## src/rtl/seg_time_reader_pkg.sv

```systemverilog
// Shared definitions for the 7-segment time reader: segment patterns (active-low, bit6=g..bit0=a),
// decoded digit codes, day length and FSM states.
package seg_time_reader_pkg;

    localparam logic [6:0] SEG_0     = 7'h40;
    localparam logic [6:0] SEG_1     = 7'h79;
    localparam logic [6:0] SEG_2     = 7'h24;
    localparam logic [6:0] SEG_3     = 7'h30;
    localparam logic [6:0] SEG_4     = 7'h19;
    localparam logic [6:0] SEG_5     = 7'h12;
    localparam logic [6:0] SEG_6     = 7'h02;
    localparam logic [6:0] SEG_7     = 7'h78;
    localparam logic [6:0] SEG_8     = 7'h00;
    localparam logic [6:0] SEG_9     = 7'h10;
    localparam logic [6:0] SEG_BLANK = 7'h7F;

    localparam logic [3:0] DIGIT_BLANK = 4'd10;
    localparam logic [3:0] DIGIT_BAD   = 4'd15;

    localparam int unsigned SEC_PER_DAY = 86400;

    typedef enum logic [1:0] {
        ST_WAIT,
        ST_SETTLE,
        ST_EVAL
    } state_t;

endpackage

```

## src/rtl/seg_time_reader_decode.sv

```systemverilog
// Combinational 7-segment pattern to digit decoder; unlit display yields DIGIT_BLANK,
// anything unrecognised yields DIGIT_BAD.
module seg7_decode
    import seg_time_reader_pkg::*;
(
    input  logic [6:0] seg,
    output logic [3:0] digit
);

    always_comb begin
        digit = DIGIT_BAD;
        case (seg)
            SEG_0:     digit = 4'd0;
            SEG_1:     digit = 4'd1;
            SEG_2:     digit = 4'd2;
            SEG_3:     digit = 4'd3;
            SEG_4:     digit = 4'd4;
            SEG_5:     digit = 4'd5;
            SEG_6:     digit = 4'd6;
            SEG_7:     digit = 4'd7;
            SEG_8:     digit = 4'd8;
            SEG_9:     digit = 4'd9;
            SEG_BLANK: digit = DIGIT_BLANK;
            default:   digit = DIGIT_BAD;
        endcase
    end

endmodule

```

## src/rtl/seg_time_reader.sv

```systemverilog
// Reconstructs HH:MM:SS from the six display digit buses once they have been stable,
// range-checks the frame and optionally verifies one-second advancement between readings.
module seg_time_reader
    import seg_time_reader_pkg::*;
#(
    parameter int unsigned STABLE_CYC  = 4,
    parameter int unsigned SEC_PER_DAY = seg_time_reader_pkg::SEC_PER_DAY
) (
    input  logic        clk,
    input  logic        rst_n,
    input  logic [6:0]  seg1h,
    input  logic [6:0]  seg0h,
    input  logic [6:0]  seg1m,
    input  logic [6:0]  seg0m,
    input  logic [6:0]  seg1s,
    input  logic [6:0]  seg0s,
    input  logic        check_en,
    output logic        time_valid,
    output logic [4:0]  hour,
    output logic [5:0]  minute,
    output logic [5:0]  second,
    output logic [16:0] total,
    output logic [5:0]  blank_mask,
    output logic        frame_blank,
    output logic        frame_err,
    output logic        step_err
);

    localparam int unsigned CW = (STABLE_CYC < 2) ? 1 : $clog2(STABLE_CYC);
    localparam logic [CW-1:0]  CNT_LAST = CW'(STABLE_CYC - 1);
    localparam logic [16:0]    DAY_LAST = 17'(SEC_PER_DAY - 1);

    logic [41:0]   seg_bus;
    logic [41:0]   in_q;
    state_t        state;
    logic [CW-1:0] cnt;
    logic          have_prev;
    logic [16:0]   prev;
    logic          check_en_q;

    logic [3:0]    dig [6];
    logic [5:0]    blank_vec;
    logic          any_bad;
    logic          range_err;
    logic [6:0]    hour_v;
    logic [6:0]    min_v;
    logic [6:0]    sec_v;
    logic [16:0]   total_v;
    logic [16:0]   prev_next;
    logic          step_bad;

    assign seg_bus = {seg1h, seg0h, seg1m, seg0m, seg1s, seg0s};

    // Digit 0 is seg0s, digit 5 is seg1h, matching the blank_mask bit order.
    for (genvar i = 0; i < 6; i++) begin : g_dec
        seg7_decode u_dec (
            .seg   (in_q[7*i +: 7]),
            .digit (dig[i])
        );
    end

    always_comb begin
        any_bad   = 1'b0;
        blank_vec = '0;
        for (int unsigned i = 0; i < 6; i++) begin
            if (dig[i] == DIGIT_BAD)   any_bad      = 1'b1;
            if (dig[i] == DIGIT_BLANK) blank_vec[i] = 1'b1;
        end
        hour_v    = 7'(dig[5]) * 7'd10 + 7'(dig[4]);
        min_v     = 7'(dig[3]) * 7'd10 + 7'(dig[2]);
        sec_v     = 7'(dig[1]) * 7'd10 + 7'(dig[0]);
        range_err = (hour_v > 7'd23) || (dig[3] > 4'd5) || (dig[1] > 4'd5);
        total_v   = 17'(hour_v) * 17'd3600 + 17'(min_v) * 17'd60 + 17'(sec_v);
        prev_next = (prev == DAY_LAST) ? '0 : prev + 17'd1;
        step_bad  = (total_v != prev) && (total_v != prev_next);
    end

    always_ff @(posedge clk or negedge rst_n) begin
        if (!rst_n) begin
            in_q        <= '1;
            state       <= ST_SETTLE;
            cnt         <= '0;
            have_prev   <= 1'b0;
            prev        <= '0;
            check_en_q  <= 1'b0;
            time_valid  <= 1'b0;
            hour        <= '0;
            minute      <= '0;
            second      <= '0;
            total       <= '0;
            blank_mask  <= '0;
            frame_blank <= 1'b0;
            frame_err   <= 1'b0;
            step_err    <= 1'b0;
        end else begin
            time_valid  <= 1'b0;
            frame_blank <= 1'b0;
            frame_err   <= 1'b0;
            step_err    <= 1'b0;
            check_en_q  <= check_en;
            if (check_en_q && !check_en) have_prev <= 1'b0;

            // An input change always wins, so a frame is only judged after a full quiet window.
            if (seg_bus != in_q) begin
                in_q  <= seg_bus;
                state <= ST_SETTLE;
                cnt   <= '0;
            end else begin
                case (state)
                    ST_WAIT: ;
                    ST_SETTLE: begin
                        if (cnt == CNT_LAST) state <= ST_EVAL;
                        else                 cnt   <= cnt + CW'(1);
                    end
                    ST_EVAL: begin
                        state <= ST_WAIT;
                        if (any_bad) begin
                            frame_err <= 1'b1;
                        end else if (|blank_vec) begin
                            frame_blank <= 1'b1;
                            blank_mask  <= blank_vec;
                        end else if (range_err) begin
                            frame_err  <= 1'b1;
                            blank_mask <= '0;
                        end else begin
                            time_valid <= 1'b1;
                            blank_mask <= '0;
                            hour       <= hour_v[4:0];
                            minute     <= min_v[5:0];
                            second     <= sec_v[5:0];
                            total      <= total_v;
                            prev       <= total_v;
                            have_prev  <= 1'b1;
                            if (check_en && have_prev && step_bad) step_err <= 1'b1;
                        end
                    end
                    default: state <= ST_WAIT;
                endcase
            end
        end
    end

endmodule

```

## config.mk

```make
export PLATFORM = sky130hd
export DESIGN_NAME = seg_time_reader
export DESIGN_NICKNAME = d
export VERILOG_FILES = /design/src/rtl/seg_time_reader_pkg.sv /design/src/rtl/seg_time_reader_decode.sv /design/src/rtl/seg_time_reader.sv
export SDC_FILE = /design/constraint.sdc
export NUM_CORES = 1
export LEC_CHECK = 0
export BUFFER_PORTS_ARGS = -buffer_cell sky130_fd_sc_hd__buf_2
export CAP_MARGIN = 15
export CELL_PAD_IN_SITES_DETAIL_PLACEMENT = 2
export CELL_PAD_IN_SITES_GLOBAL_PLACEMENT = 2
export CORE_MARGIN = 10
export CORE_UTILIZATION = 36
export CTS_CLUSTER_SIZE = 10
export DETAILED_ROUTE_END_ITERATION = 8
export PLACE_DENSITY_LB_ADDON = 0.1
export SLEW_MARGIN = 20
export SYNTH_ARGS = -nofsm -noshare
export SYNTH_HDL_FRONTEND = slang
export SYNTH_HIERARCHICAL = 1
export SYNTH_SLANG_ARGS = --single-unit
```

## constraint.sdc

```tcl
create_clock -name clk -period 8.39 [get_ports clk]
set_clock_uncertainty 0.1 [all_clocks]
set_input_delay 0 -clock clk [delete_from_list [all_inputs] [get_ports clk]]
set_output_delay 0 -clock clk [all_outputs]
set_load 0.01 [all_outputs]
```

# After elaboration in Yosys (flattened, before gate mapping)
# Cells that the tools add are included.
[totals]
out_inout_bits = 44
register_bits = 92
[classes]
multipliers = 5
bitwise = 4
eq_ne = 82
n_addsub = 7
n_lt_le_gt_ge = 3
reduce_logical = 20
n_mux = 52
[ops]
columns = ["op", "count"]
rows = [
  ["4-bit case mux with 11 select lines", 6],
  ["7-bit equality test (second input constant)", 24],
  ["7-bit by 5-bit equality test with 1-bit output (second input constant)", 18],
  ["7-bit by 6-bit equality test with 1-bit output (second input constant)", 12],
  ["4-bit equality test (second input constant)", 12],
  ["7-bit by 2-bit equality test with 1-bit output (second input constant)", 6],
  ["7-bit zero test", 6],
  ["42-bit inequality test", 1],
  ["1-bit two-way mux", 38],
  ["17-bit inequality test", 2],
  ["7-bit by 4-bit adder with 7-bit output", 3],
  ["4-bit by 3-bit multiplier with 6-bit output (second input constant)", 3],
  ["17-bit by 1-bit adder with 17-bit output (second input constant)", 1],
  ["17-bit by 13-bit adder with 17-bit output", 1],
  ["17-bit by 7-bit adder with 17-bit output", 1],
  ["17-bit equality test (second input constant)", 1],
  ["17-bit two-way mux", 1],
  ["7-bit by 8-bit multiplier with 13-bit output (second input constant)", 1],
  ["7-bit by 4-bit multiplier with 11-bit output (second input constant)", 1],
  ["2-bit two-way mux", 5],
  ["4-bit by 3-bit greater-than comparator with 1-bit output (second input constant)", 2],
  ["7-bit by 5-bit greater-than comparator with 1-bit output (second input constant)", 1],
  ["6-bit two-way mux", 1],
  ["6-bit OR reduction", 1],
  ["other kinds (15)", 25],
]

# Logic depth before layout (Yosys ltp)
[depth]
depth_word = 16
ltp_mapped = 31

# Hierarchy
# Netlist, hierarchy kept.
[by_module_without_submodules]
columns = ["mod", "seq_area_each_um2", "instances", "cells_per_inst", "area_each_um2"]
rows = [
  ["seg_time_reader", 2306.0, 1, 729, 7169.4],
  ["seg7_decode", 0.0, 6, 26, 165.2],
]

# Worst setup path before layout
# Ideal clock, no wire load.
[synth_path]
path_type = "reg-to-reg"
start = "reg in_q[26]"
end = "reg step_err"
setup_time_ns = 0.088
path_slack_ns = 1.102
path_stages_with_launch = 30
n_path_buf = 1
t_arrival_ns = 7.100
period_less_slack_ns = 7.288
cell_sequence = "dfstp_2 or3_1 or3_1 nand4b_1 or4b_1 ha_1 ha_1 inv_1 fa_1 xnor2_1 fa_1 inv_1 fa_1 inv_1 ha_1 a21oi_1 o21bai_1 a21oi_1 xnor2_1 ha_1 ha_1 clkbuf_1 nand2_1 o21ai_0 a31oi_1 xnor2_1 mux2i_1 a2bb2oi_1 mux2i_1 a41oi_1"
[synth_rtl]
columns = ["item", "line_no", "text"]
rows = [
  ["start: declaration", "seg_time_reader.sv:34", "logic [41:0] in_q;"],
  ["start signal: assignment", "seg_time_reader.sv:105", "in_q <= seg_bus;"],
  ["end signal: assignment", "seg_time_reader.sv:94", "step_err <= 1'b0;"],
  ["end signal: assignment", "seg_time_reader.sv:99", "step_err <= 1'b0;"],
  ["end signal: assignment", "seg_time_reader.sv:134", "if (check_en && have_prev && step_bad) step_err <= 1'b1;"],
  ["end: declaration", "seg_time_reader.sv:26", "output logic step_err"],
]

==> flow_summary.yaml <==
detailed_routing:
  viasPerCell: 5.41
  routed_wl_um: 26400
  final_antenna_net_count: 0
  drc: 0
  first_pass_iters: 5
  drt_first_iter_violations: 278
  wl_per_cell_um: 20.8
  num_vias: 6864
floorplanning:
  dieHeight_um: 171
  ioPinCount: 89
  fp.dieW_um: 171
  dieArea_mm2: 0.0291
  rows: 55
  core_area_mm2: 0.0225
  start_util_pct: 36.3
synth:
  yosys.area.top_type_share_pct: 14.4
  syn_inst: 885
  synth_ff_type: "dfrtp_1"
  ys_seq_elements: 90
  yosysUniqueCellTypes: 65
  ys_seq_area_share_pct: 28.3
  synthArstFlopShare_pct: 100
  syn_avg_cell_area_um2: 9.22
  yosysTopAreaCell: "dfrtp_1"
  syn-num-nets: 1037
  synthTopCellsByArea: "dfrtp_1 14%, dfstp_2 14%, ha_1 13%, xnor2_1 10%, fa_1 5.6%"
  ys.warnings.count: 6
  yosysMostFrequentCell: "xnor2_1"
  syn_area_mm2: 0.00816
  synth_common_cells: "94 x xnor2_1, 84 x ha_1, 62 x nand2_1, 54 x inv_1, 48 x clkbuf_1"
  synth_edf_count: 0
grt:
  met1_usage_pct: 20.5
  grt_pass1_wl_um: 42800
  grt_overflow: 0
  use_met2_pct: 35.8
  met3_usage_pct: 2.79
  busiest_layer: "met2"
  track_usage_pct: 18.5
  grt_antenna_before_repair: 0
  grt_start_max_net_pins: 54
  first_global_vias: 7892
cts:
  cts.clk_slew.worst_paths_ps: 80
  cts_tree: "yes"
  ctsHtreeMaxLevel: 3
  clockBufferDepth: 2
  numCtsBuffers: 9
  clockRootBuffer: "clkbuf_16"
  cts.sinks: 90
  clkLatencyLatePin_ps: 350
sta:
  hold_viol: 0
  min_period_over_period_pct: 93.9
  slew_viol_final: 0
  tns_ps: 0
  holdWs_ps: 62.7
  max_clock_freq_mhz: 127
  rsz0062_at_grt: "false"
  worstMarginPinSlew_ps: 988
  slew_headroom_pct: 33.5
  final-setup-viol-count: 0
  fin_crit_ps: 7880
critical_path:
  r2r_start: "in_q[19]"
  crit_path_top_delay_cell: "fa_1"
  critPathMostFrequentCell: "fa_1"
  worst-r2r-cell-count: 27
  worstPathRequired_ps: 8550
  crit_fanout: 8
  arrival_ps: 8040
  max_stage_delay_ps: 640
  worstSetupPathType: "reg2reg"
  startpoint_type: "flip-flop"
  cp-startpoint: "in_q[19]"
  endpoint_kind: "flip-flop"
finish:
  drive_gt1_share_pct: 20.7
  nFillCells: 2435
  layout.nets: 1130
  area_delta_synth_final_pct: 17.1
  diodes: 0
  seqCellArea_mm2: 0.00231
  multi_input_area_mm2: 0.00545
placement:
  place_hpwl_um: 20900
  io_buffers: 88
  gp_congestion: 0.859
status:
  status: "completed"
job:
  maxCapViolCount: 0
min_path:
  worst_hold_path_type: "in2async"
==> state kept, by name (all words and copies together) (netlist names) <==
name / count
frame_blank: 1
minute: 6
second: 6
step_err: 1
blank_mask: 6
prev: 15
hour: 5
frame_err: 1
in_q: 42
state: 2
cnt: 2
check_en_q: 1
time_valid: 1
have_prev: 1
==> metrics by stage <==
| stage | worst slack (ps) | util [%] | area (um^2) | cells |
|---|---|---|---|---|
| global route | 22.7 | 42.5 | 9560 | 1268 |
| global placement | 664 | 38.9 | 8760 | 1208 |
| finish | 512 | 42.5 | 9560 | 1268 |
| detailed placement | 337 | 38.9 | 8760 | 1208 |
| floorplan | 1100 | - | 8160 | 885 |
| CTS | 281 | 42.3 | 9510 | 1268 |
==> placed cells by master (no fill, tap or decap), drive strengths merged, types with 3 or more instances in the layout <==
| cell | instances |
|---|---|
| xnor2 | 94 |
| buf | 94 |
| ha | 84 |
| nand2 | 62 |
| inv | 56 |
| dfrtp | 47 |
| o21ai | 47 |
| dlygate4sd3 | 44 |
| dfstp | 43 |
| nand4 | 36 |
| xor2 | 34 |
| nor2 | 33 |
| nand3 | 31 |
| nor3 | 31 |
| a21oi | 31 |
| fa | 23 |
| mux2 | 18 |
| o22ai | 15 |
| or3 | 15 |
| and2b | 12 |
| clkbuf | 11 |
| and3 | 11 |
| a21o | 10 |
| o211ai | 9 |
| or4b | 8 |
| a211oi | 7 |
| a211o | 7 |
| or3b | 6 |
| nand4b | 6 |
| or2 | 6 |
| nor4 | 5 |
| nor2b | 4 |
| mux2i | 4 |
| o21bai | 3 |
| nor3b | 3 |
| xnor3 | 3 |
==> final cells by class <==
cell class                      count  area share, %
Clock buffer                       11           2.64
Clock inverter                      5          0.628
Inverter                           55           2.16
Multi-Input combinational cell    684           57.0
Sequential cell                    90           24.1
Tap cell                          285           3.73
Timing Repair Buffer              138           9.71
==> metal layers <==
| layer | vias to the layer above | part of all wire [%] |
|---|---|---|
| met1 | 3477 | 41 |
| li1 | 3281 | - |
| met4 | 0 | 1.6 |
| met2 | 89 | 55 |
| met5 | - | 0 |
| met3 | 17 | 2.6 |
==> worst max-delay path: cells and delay by family (launching register included) <==
kind,cells,cell delay (ps)
compound gates,10,1640
xor+xnor,2,360
buf+inv,2,150
flops,1,400
simple gates,6,2020
fa+ha+maj,7,3140
==> what timing repair did <==
item	4_1_cts	5_1_grt
setup buffers	0	0
endpoints found under the setup margin	0	1
gates resized for setup	0	6
hold endpoints to repair	81	0
hold buffers	44	0
==> cell families after synthesis <==
group	count (synthesis)	synth area share (%)
AO/OA/AOI/OAI	144	11.0
XOR/XNOR	131	14.6
adder cells (fa/ha/maj)	107	18.5
buffers and inverters	111	5.52
flip-flops	90	28.3
multiplexers	22	3.11
AND/OR/NAND/NOR	280	19.0
==> worst paths after layout <==
kind | endpoint | slack [ps]
worst max-delay path | step_err | 510
worst min-delay path | prev[10] | 60
worst max register to register | step_err | 510
worst min register to register | hour[3] | 390
max in group asynchronous | minute[5] | 7040
min in group clk | in_q[30] | 210
Power is left out: the tool's default activity adds up to more than one toggle a clock period on the data nets, which glitch-free logic cannot reach.
